<file path="config.mk">
export PLATFORM = sky130hd
export DESIGN_NAME = crc_job_arbiter
export DESIGN_NICKNAME = d
export VERILOG_FILES = /design/src/rtl/crc_job_arbiter.sv
export SDC_FILE = /design/constraint.sdc
export NUM_CORES = 1
export LEC_CHECK = 0
export BUFFER_PORTS_ARGS = -buffer_cell sky130_fd_sc_hd__buf_4
export CORE_MARGIN = 3
export CORE_UTILIZATION = 45
export DETAILED_ROUTE_END_ITERATION = 16
export PLACE_DENSITY_LB_ADDON = 0.15
export SLEW_MARGIN = 20
export SYNTH_ARGS = -nofsm -noshare
export SYNTH_HDL_FRONTEND = slang
export SYNTH_SLANG_ARGS = --single-unit
</file>
<file path="constraint.sdc">
create_clock -name clk -period 2.5 [get_ports clk]
set_input_delay 0.25 -clock clk [delete_from_list [all_inputs] [get_ports clk]]
set_output_delay 0.25 -clock clk [all_outputs]
set_load 0.005 [all_outputs]
</file>
<file path="src/rtl/crc_job_arbiter.sv">
// crc_job_arbiter: two-requester round-robin front end for a single CRC engine.
// One job is outstanding at a time: accept -> issue start pulse -> wait for the
// engine (bounded by TIMEOUT cycles) -> hold the response until it is taken.
module crc_job_arbiter #(
   parameter int unsigned TIMEOUT = 127
) (
   input  logic        clk,
   input  logic        rst_n,
   input  logic        req0_valid,
   output logic        req0_ready,
   input  logic [59:0] req0_message,
   input  logic        req0_mode,
   input  logic        req0_crc,
   input  logic        req1_valid,
   output logic        req1_ready,
   input  logic [59:0] req1_message,
   input  logic        req1_mode,
   input  logic        req1_crc,
   output logic        eng_start,
   output logic [59:0] eng_message,
   output logic        eng_mode,
   output logic        eng_crc,
   input  logic        eng_done,
   input  logic [59:0] eng_result,
   output logic        rsp_valid,
   input  logic        rsp_ready,
   output logic        rsp_id,
   output logic [59:0] rsp_data,
   output logic        rsp_timeout,
   output logic        busy
);

   typedef enum logic [1:0] {ST_IDLE, ST_ISSUE, ST_WAIT, ST_RESP} state_t;

   localparam logic [7:0] TMO = TIMEOUT[7:0];

   state_t      state_q, state_d;
   logic        rr_q, rr_d;
   logic [7:0]  cnt_q, cnt_d;
   logic        eng_start_q, eng_start_d;
   logic [59:0] eng_message_q, eng_message_d;
   logic        eng_mode_q, eng_mode_d;
   logic        eng_crc_q, eng_crc_d;
   logic        rsp_valid_q, rsp_valid_d;
   logic        rsp_id_q, rsp_id_d;
   logic [59:0] rsp_data_q, rsp_data_d;
   logic        rsp_timeout_q, rsp_timeout_d;
   logic        busy_q, busy_d;
   logic        grant;

   // Grant: a lone requester wins; on a tie the one not served last wins.
   always_comb begin
      grant = ~rr_q;
      if (req0_valid && !req1_valid)      grant = 1'b0;
      else if (req1_valid && !req0_valid) grant = 1'b1;
   end

   assign req0_ready = (state_q == ST_IDLE) && (grant == 1'b0);
   assign req1_ready = (state_q == ST_IDLE) && (grant == 1'b1);

   // Next-state and registered-output logic for the job FSM.
   always_comb begin
      state_d       = state_q;
      rr_d          = rr_q;
      cnt_d         = cnt_q;
      eng_start_d   = 1'b0;
      eng_message_d = eng_message_q;
      eng_mode_d    = eng_mode_q;
      eng_crc_d     = eng_crc_q;
      rsp_valid_d   = rsp_valid_q;
      rsp_id_d      = rsp_id_q;
      rsp_data_d    = rsp_data_q;
      rsp_timeout_d = rsp_timeout_q;
      unique case (state_q)
         ST_IDLE: begin
            if (req0_valid && req0_ready) begin
               eng_message_d = req0_message;
               eng_mode_d    = req0_mode;
               eng_crc_d     = req0_crc;
               rsp_id_d      = 1'b0;
               eng_start_d   = 1'b1;
               state_d       = ST_ISSUE;
            end else if (req1_valid && req1_ready) begin
               eng_message_d = req1_message;
               eng_mode_d    = req1_mode;
               eng_crc_d     = req1_crc;
               rsp_id_d      = 1'b1;
               eng_start_d   = 1'b1;
               state_d       = ST_ISSUE;
            end
         end
         ST_ISSUE: begin
            cnt_d   = '0;
            state_d = ST_WAIT;
         end
         ST_WAIT: begin
            cnt_d = cnt_q + 8'd1;
            // eng_done is tested first so it wins a same-cycle timeout.
            if (eng_done) begin
               rsp_data_d    = eng_result;
               rsp_timeout_d = 1'b0;
               rsp_valid_d   = 1'b1;
               state_d       = ST_RESP;
            end else if (cnt_q + 8'd1 == TMO) begin
               rsp_data_d    = '1;
               rsp_timeout_d = 1'b1;
               rsp_valid_d   = 1'b1;
               state_d       = ST_RESP;
            end
         end
         ST_RESP: begin
            if (rsp_ready) begin
               rsp_valid_d = 1'b0;
               rr_d        = rsp_id_q;
               state_d     = ST_IDLE;
            end
         end
         default: state_d = ST_IDLE;
      endcase
      busy_d = (state_d != ST_IDLE);
   end

   // State and output registers; asynchronous active-low reset.
   always_ff @(posedge clk or negedge rst_n) begin
      if (!rst_n) begin
         state_q       <= ST_IDLE;
         rr_q          <= 1'b1;
         cnt_q         <= '0;
         eng_start_q   <= 1'b0;
         eng_message_q <= '0;
         eng_mode_q    <= 1'b0;
         eng_crc_q     <= 1'b0;
         rsp_valid_q   <= 1'b0;
         rsp_id_q      <= 1'b0;
         rsp_data_q    <= '0;
         rsp_timeout_q <= 1'b0;
         busy_q        <= 1'b0;
      end else begin
         state_q       <= state_d;
         rr_q          <= rr_d;
         cnt_q         <= cnt_d;
         eng_start_q   <= eng_start_d;
         eng_message_q <= eng_message_d;
         eng_mode_q    <= eng_mode_d;
         eng_crc_q     <= eng_crc_d;
         rsp_valid_q   <= rsp_valid_d;
         rsp_id_q      <= rsp_id_d;
         rsp_data_q    <= rsp_data_d;
         rsp_timeout_q <= rsp_timeout_d;
         busy_q        <= busy_d;
      end
   end

   assign eng_start   = eng_start_q;
   assign eng_message = eng_message_q;
   assign eng_mode    = eng_mode_q;
   assign eng_crc     = eng_crc_q;
   assign rsp_valid   = rsp_valid_q;
   assign rsp_id      = rsp_id_q;
   assign rsp_data    = rsp_data_q;
   assign rsp_timeout = rsp_timeout_q;
   assign busy        = busy_q;

endmodule

</file>
# --- Word level (Yosys, flattened, before mapping) ---
# Index checks and enable logic that the tools add are counted.
# W data, S select, Z words.
word_totals:
  elab_cells: 66
  register_bits: 138
  output_inout_bits: 129
op_classes:
  reduce_logical: 18
  bitwise: 2
  n_eq_ne: 6
  add_sub_neg: 1
  mux: 27
op_table:
  columns: ["cell", "count"]
  rows:
  - ["$mux W60", 4]
  - ["$pmux W8 S2", 1]
  - ["$mux W1", 15]
  - ["$mux W2", 5]
  - ["$reduce_bool A2 Y1", 5]
  - ["$add A8 B1 Y8 const B", 1]
  - ["$eq A8 B7 Y1 const B", 1]
  - ["$pmux W2 S4", 1]
  - ["$logic_and A1 B1 Y1", 6]
  - ["$reduce_and A2 Y1", 3]
  - ["$eq A2 B2 Y1 const B", 2]
  - ["$ne A3 B3 Y1 const B", 1]
  - ["$reduce_and A3 Y1", 1]
  - ["$eq A2 B1 Y1 const B", 1]
  - ["$logic_not A1 Y1", 2]
  - ["$logic_not A2 Y1", 1]
  - ["$ne A2 B2 Y1 const B", 1]
  - ["$not A1 Y1", 2]
  - ["$pmux W1 S2", 1]

# --- Longest topological paths before layout ---
depth:
  word_depth: 10
  ltp_mapped: 8

# --- Worst setup path after synthesis ---
# No wires, ideal clock.
synth_path:
  kind: "reg2reg"
  from: "register state_q[0]"
  to: "register eng_message_q[21] (netlist: eng_message[21])"
  path_stages_with_launch: 9
  path_buffers: 3
  slack_ns: 0.670
  setup_ns: 0.083
  t_arrival_ns: 1.747
  t_required_ns: 2.417
  path_cell_list: "dfrtp_1 inv_1 ha_1 clkbuf_1 o21ai_1 clkbuf_1 buf_1 nand2_1 o21ai_0"
synth_between:
  elab_chain_cells: 5
  elab_cells_between_ends: 8
  cone_classes: "mux: 1; reduce/logical: 7"
synth_rtl:
  columns: ["element", "line", "rtl"]
  rows:
  - ["from (decl)", "37", "state_t state_q, state_d;"]
  - ["from (signal assigned)", "139", "state_q <= state_d;"]
  - ["$logic_not A2 Y1 (*)", "58, 59, 74", null]
  - ["$logic_and A1 B1 Y1 (on tied branches)", "58, 59", null]
  - ["$logic_and A1 B1 Y1 (on tied branches)", "76, 83", null]
  - ["$reduce_bool A2 Y1 (no source line)", null, null]
  - ["$reduce_and A2 Y1 (no source line)", null, null]
  - ["to (signal assigned)", "143", "eng_message_q <= eng_message_d;"]
  - ["to (decl)", "41", "logic [59:0] eng_message_q, eng_message_d;"]
# Every way passes the cells marked *; elsewhere a longest branch is shown, timed or not.
# A chain may end at the register's enable or synchronous reset.

# --- Worst setup path after layout ---
layout_path:
  from: "register cnt_q[1]"
  to: "register state_q[0]"
layout_between:
  elab_chain_cells: 5
layout_rtl:
  columns: ["element", "line", "rtl"]
  rows:
  - ["from (decl)", "39", "logic [7:0] cnt_q, cnt_d;"]
  - ["from (signal assigned)", "141", "cnt_q <= cnt_d;"]
  - ["$add A8 B1 Y8", "104", "end else if (cnt_q + 8'd1 == TMO) begin"]
  - ["$eq A8 B7 Y1", "104", null]
  - ["$mux W2", "104", null]
  - ["$mux W2", "99", "if (eng_done) begin"]
  - ["$pmux W2 S4", "74", "unique case (state_q)"]
  - ["named net state_d[0]", "37", null]
# The timed path passes the listed nets, and every way through them passes these cells.

==> impl_metrics.py <==
metrics = {
    "job": {
        "maxCapViolCount": 0,
    },
    "critical_path": {
        "critPathRequiredTime_ns": 2.76,
        "worst_setup_path_start_kind": "register",
        "critPathMaxFanout": 61,
        "critical_path_arrival_ns": 2.31,
        "crit_buf_inv": 0,
        "crit_type": "register to register",
        "slowest_delay_ns": 0.42,
        "end_kind": "register",
        "critPathTopFamily": "simple AND/OR/NAND/NOR gates",
        "crit_chain": "ha_1, nand3_1, o32ai_1, or3_4, nand2_8, a31oi_1",
        "crit_slowest_cell": "dfrtp_1",
    },
    "clock_tree": {
        "clk_pin_slew_ns": 0.06,
        "cts_sinks": 138,
        "postCtsSetupRepairBufs": 0,
        "cts_root_buf": "clkbuf_16",
        "clock_latency_ns": 0.42,
        "clockBufferDepth": 2,
        "h-tree-depth": 4,
        "hold_buffers": 1,
        "tritoncts": "yes",
        "cts_inserted_buffers": 17,
        "cts_resized": 0,
    },
    "placed_design": {
        "hpwl_um": 14500,
        "port_buffers": 318,
        "gp_congestion": 0.872,
    },
    "power_and_ir_drop": {
        "p_per_area_mw_per_mm2": 1190,
        "ir_worst_vdd_uv": 577,
        "leakage_nw": 5.02,
    },
    "worst_hold_path": {
        "hp-class": "input pin to register",
    },
    "timing": {
        "setup_tns_ns": 0,
        "tightest_slew_ns": 0.879,
        "fin_hold_ws_ns": 0.104,
        "relSlewSlack_pct": 41.2,
        "skew_ns": 0.00697,
        "setup_viol_count_final": 0,
        "period_minus_slack_ns": 2.05,
        "min_period_over_period_pct": 81.9,
        "rsz0062_at_grt": "false",
        "finalHoldViolations": 0,
        "slew_violations": 0,
        "fmax_mhz": 489,
    },
    "synthesis": {
        "ys_seq_elements": 138,
        "muxShareOfSynthArea_pct": 10.2,
        "syn_area_mm2": 0.00638,
        "yosys_warnings": 0,
        "synth_compound_area_share_pct": 18.7,
        "synthSimpleGateAreaFrac_pct": 11.2,
        "seq_area_frac_synth_pct": 54.2,
        "syn_nets": 844,
        "synth_xor_area_share_pct": 0,
        "synth.distinct_cells": 43,
        "syn_area_per_cell_um2": 9.84,
        "synth_fa_ha_area_share_pct": 1.18,
        "synth_top_family_by_area": "compound AO/OA/AOI/OAI gates",
        "syn-instance-count": 648,
    },
    "cells_and_area": {
        "n_fill_cell": 1023,
        "final_cell_mix": "322 x buf_4, 137 x dfrtp_1, 74 x nand2_1, 74 x o21ai_0, 68 x nor2_1",
        "layout-drive-gt1-share_pct": 39.7,
        "area_growth_pct": 49.1,
        "num_antenna_cells": 0,
        "postLayoutCoreUtil_pct": 70.1,
        "nNetsFinal": 1143,
        "layout_commonest_cell": "buf_4",
    },
    "routing": {
        "first_pass_iters": 5,
        "drt_wl_total_um": 19600,
        "drc": 0,
        "drt_iter0_markers": 439,
        "wire_per_inst_um": 17.3,
        "via_per_inst": 5.30,
        "ant_nets": 0,
        "vias": 6023,
    },
    "floorplan": {
        "die_h_um": 125,
        "die_w_um": 125,
        "initial_core_util_pct": 47.0,
        "rows": 42,
        "core_area_mm2": 0.0136,
        "io_pins": 319,
        "fp.dieArea_mm2": 0.0156,
    },
    "run_status": {
        "status": "complete, no violations",
    },
    "grt": {
        "gr-total-overflow": 0,
        "grt_first_pass_wirelength_um": 31500,
        "grt_max_degree": 63,
        "grt_usage_pct": 24.9,
        "grt_pass1_vias": 6199,
        "antenna_found_initial": 0,
    },
}
-- through the flow --
stage / cells / worst slack [ns] / power, W / cell area [µm²]
after floorplan: 648 / 0.670 / 0.00617 / 6380
after global placement: 1103 / 0.606 / 0.00864 / 8910
after detailed placement: 1103 / 0.503 / 0.00884 / 8910
after CTS: 1136 / 0.464 / 0.0114 / 9510
after global routing: 1136 / 0.282 / 0.0121 / 9510
final: 1136 / 0.454 / 0.0113 / 9510
-- path summary, 6_finish.rpt --
kind                            startpoint               to  slack [ns]  depth (start not counted)
max in group asynchronous            rst_n             rr_q        1.39                          3
min in group asynchronous            rst_n      rsp_data[4]        0.35                          2
hold / removal              eng_result[44]     rsp_data[44]        0.10                          3
hold reg to reg            eng_message[58]  eng_message[58]        0.48                          2
setup / recovery                  cnt_q[1]       state_q[0]        0.45                          6
setup reg to reg                  cnt_q[1]       state_q[0]        0.45                          6
-- per-layer routing --
metal	part of all wire [%]	track usage (%)	vias up
met2	52	43.5	234
met4	2.5	8.55	0
met3	7.8	8.87	34
li1	-	-	2897
met1	37	28.3	2858
met5	0	0	-
-- cell type report --
class                   instances  area [µm²]  share of cell area (%)
clock buffers                  20         467                    4.91
clock inverters                12         123                    1.29
inverters                      12        45.0                   0.474
multi-input cells             449        2660                    28.0
flip-flops and latches        138        3450                    36.3
well taps                     176         220                    2.32
repair buffers                329        2540                    26.7
-- report_power, final --
group,total [W],internal (W),switching [W]
clock network,0.00248,0.00154,0.000938
logic,0.00474,0.00249,0.00224
registers,0.00406,0.00330,0.000757
-- cell families after synthesis --
family / count (synthesis)
simple gates: 167
compound gates: 211
mux: 65
fa+ha+maj: 6
buf+inv: 61
flops: 138
-- registers in the layout, indices dropped and copies added, names as in the netlist --
name         cells
eng_message     60
rsp_data        60
cnt_q            8
state_q          2
busy             1
eng_crc          1
eng_mode         1
eng_start        1
rr_q             1
rsp_id           1
rsp_timeout      1
rsp_valid        1
-- cells in the mapped netlist, drive strengths merged --
master | n | area share (%)
dfrtp | 137 | 54
nand2 | 76 | 4.7
o21ai | 75 | 5.9
nor2 | 68 | 4.0
a21oi | 64 | 5.4
mux2i | 64 | 10
o22ai | 61 | 6.0
clkbuf | 35 | 2.1
buf | 14 | 1.8
inv | 12 | 0.71
ha | 6 | 1.2
nand3 | 4 | 0.31
nand3b | 4 | 0.47
and2 | 3 | 0.29
a31oi | 2 | 0.20
and3 | 2 | 0.24
nor4 | 2 | 0.20
or3 | 2 | 0.27
a211oi | 1 | 0.12
a21o | 1 | 0.12
a22o | 1 | 0.14
a31o | 1 | 0.14
dfstp | 1 | 0.41
mux2 | 1 | 0.18
nand2b | 1 | 0.098
nand4 | 1 | 0.098
nand4b | 1 | 0.14
nor2b | 1 | 0.098
nor3 | 1 | 0.078
o311a | 1 | 0.16
o31a | 1 | 0.16
o31ai | 1 | 0.12
o32ai | 1 | 0.14
o41ai | 1 | 0.14
or2b | 1 | 0.14
-- worst reg2reg max path: cells and delay by family, from the launching register on --
kind            cells  cell delay [ns]
simple gates        3             0.90
flops               1             0.42
compound gates      2             0.29
fa+ha+maj           1             0.27
No activity file was read; power rests on OpenSTA's default activity.
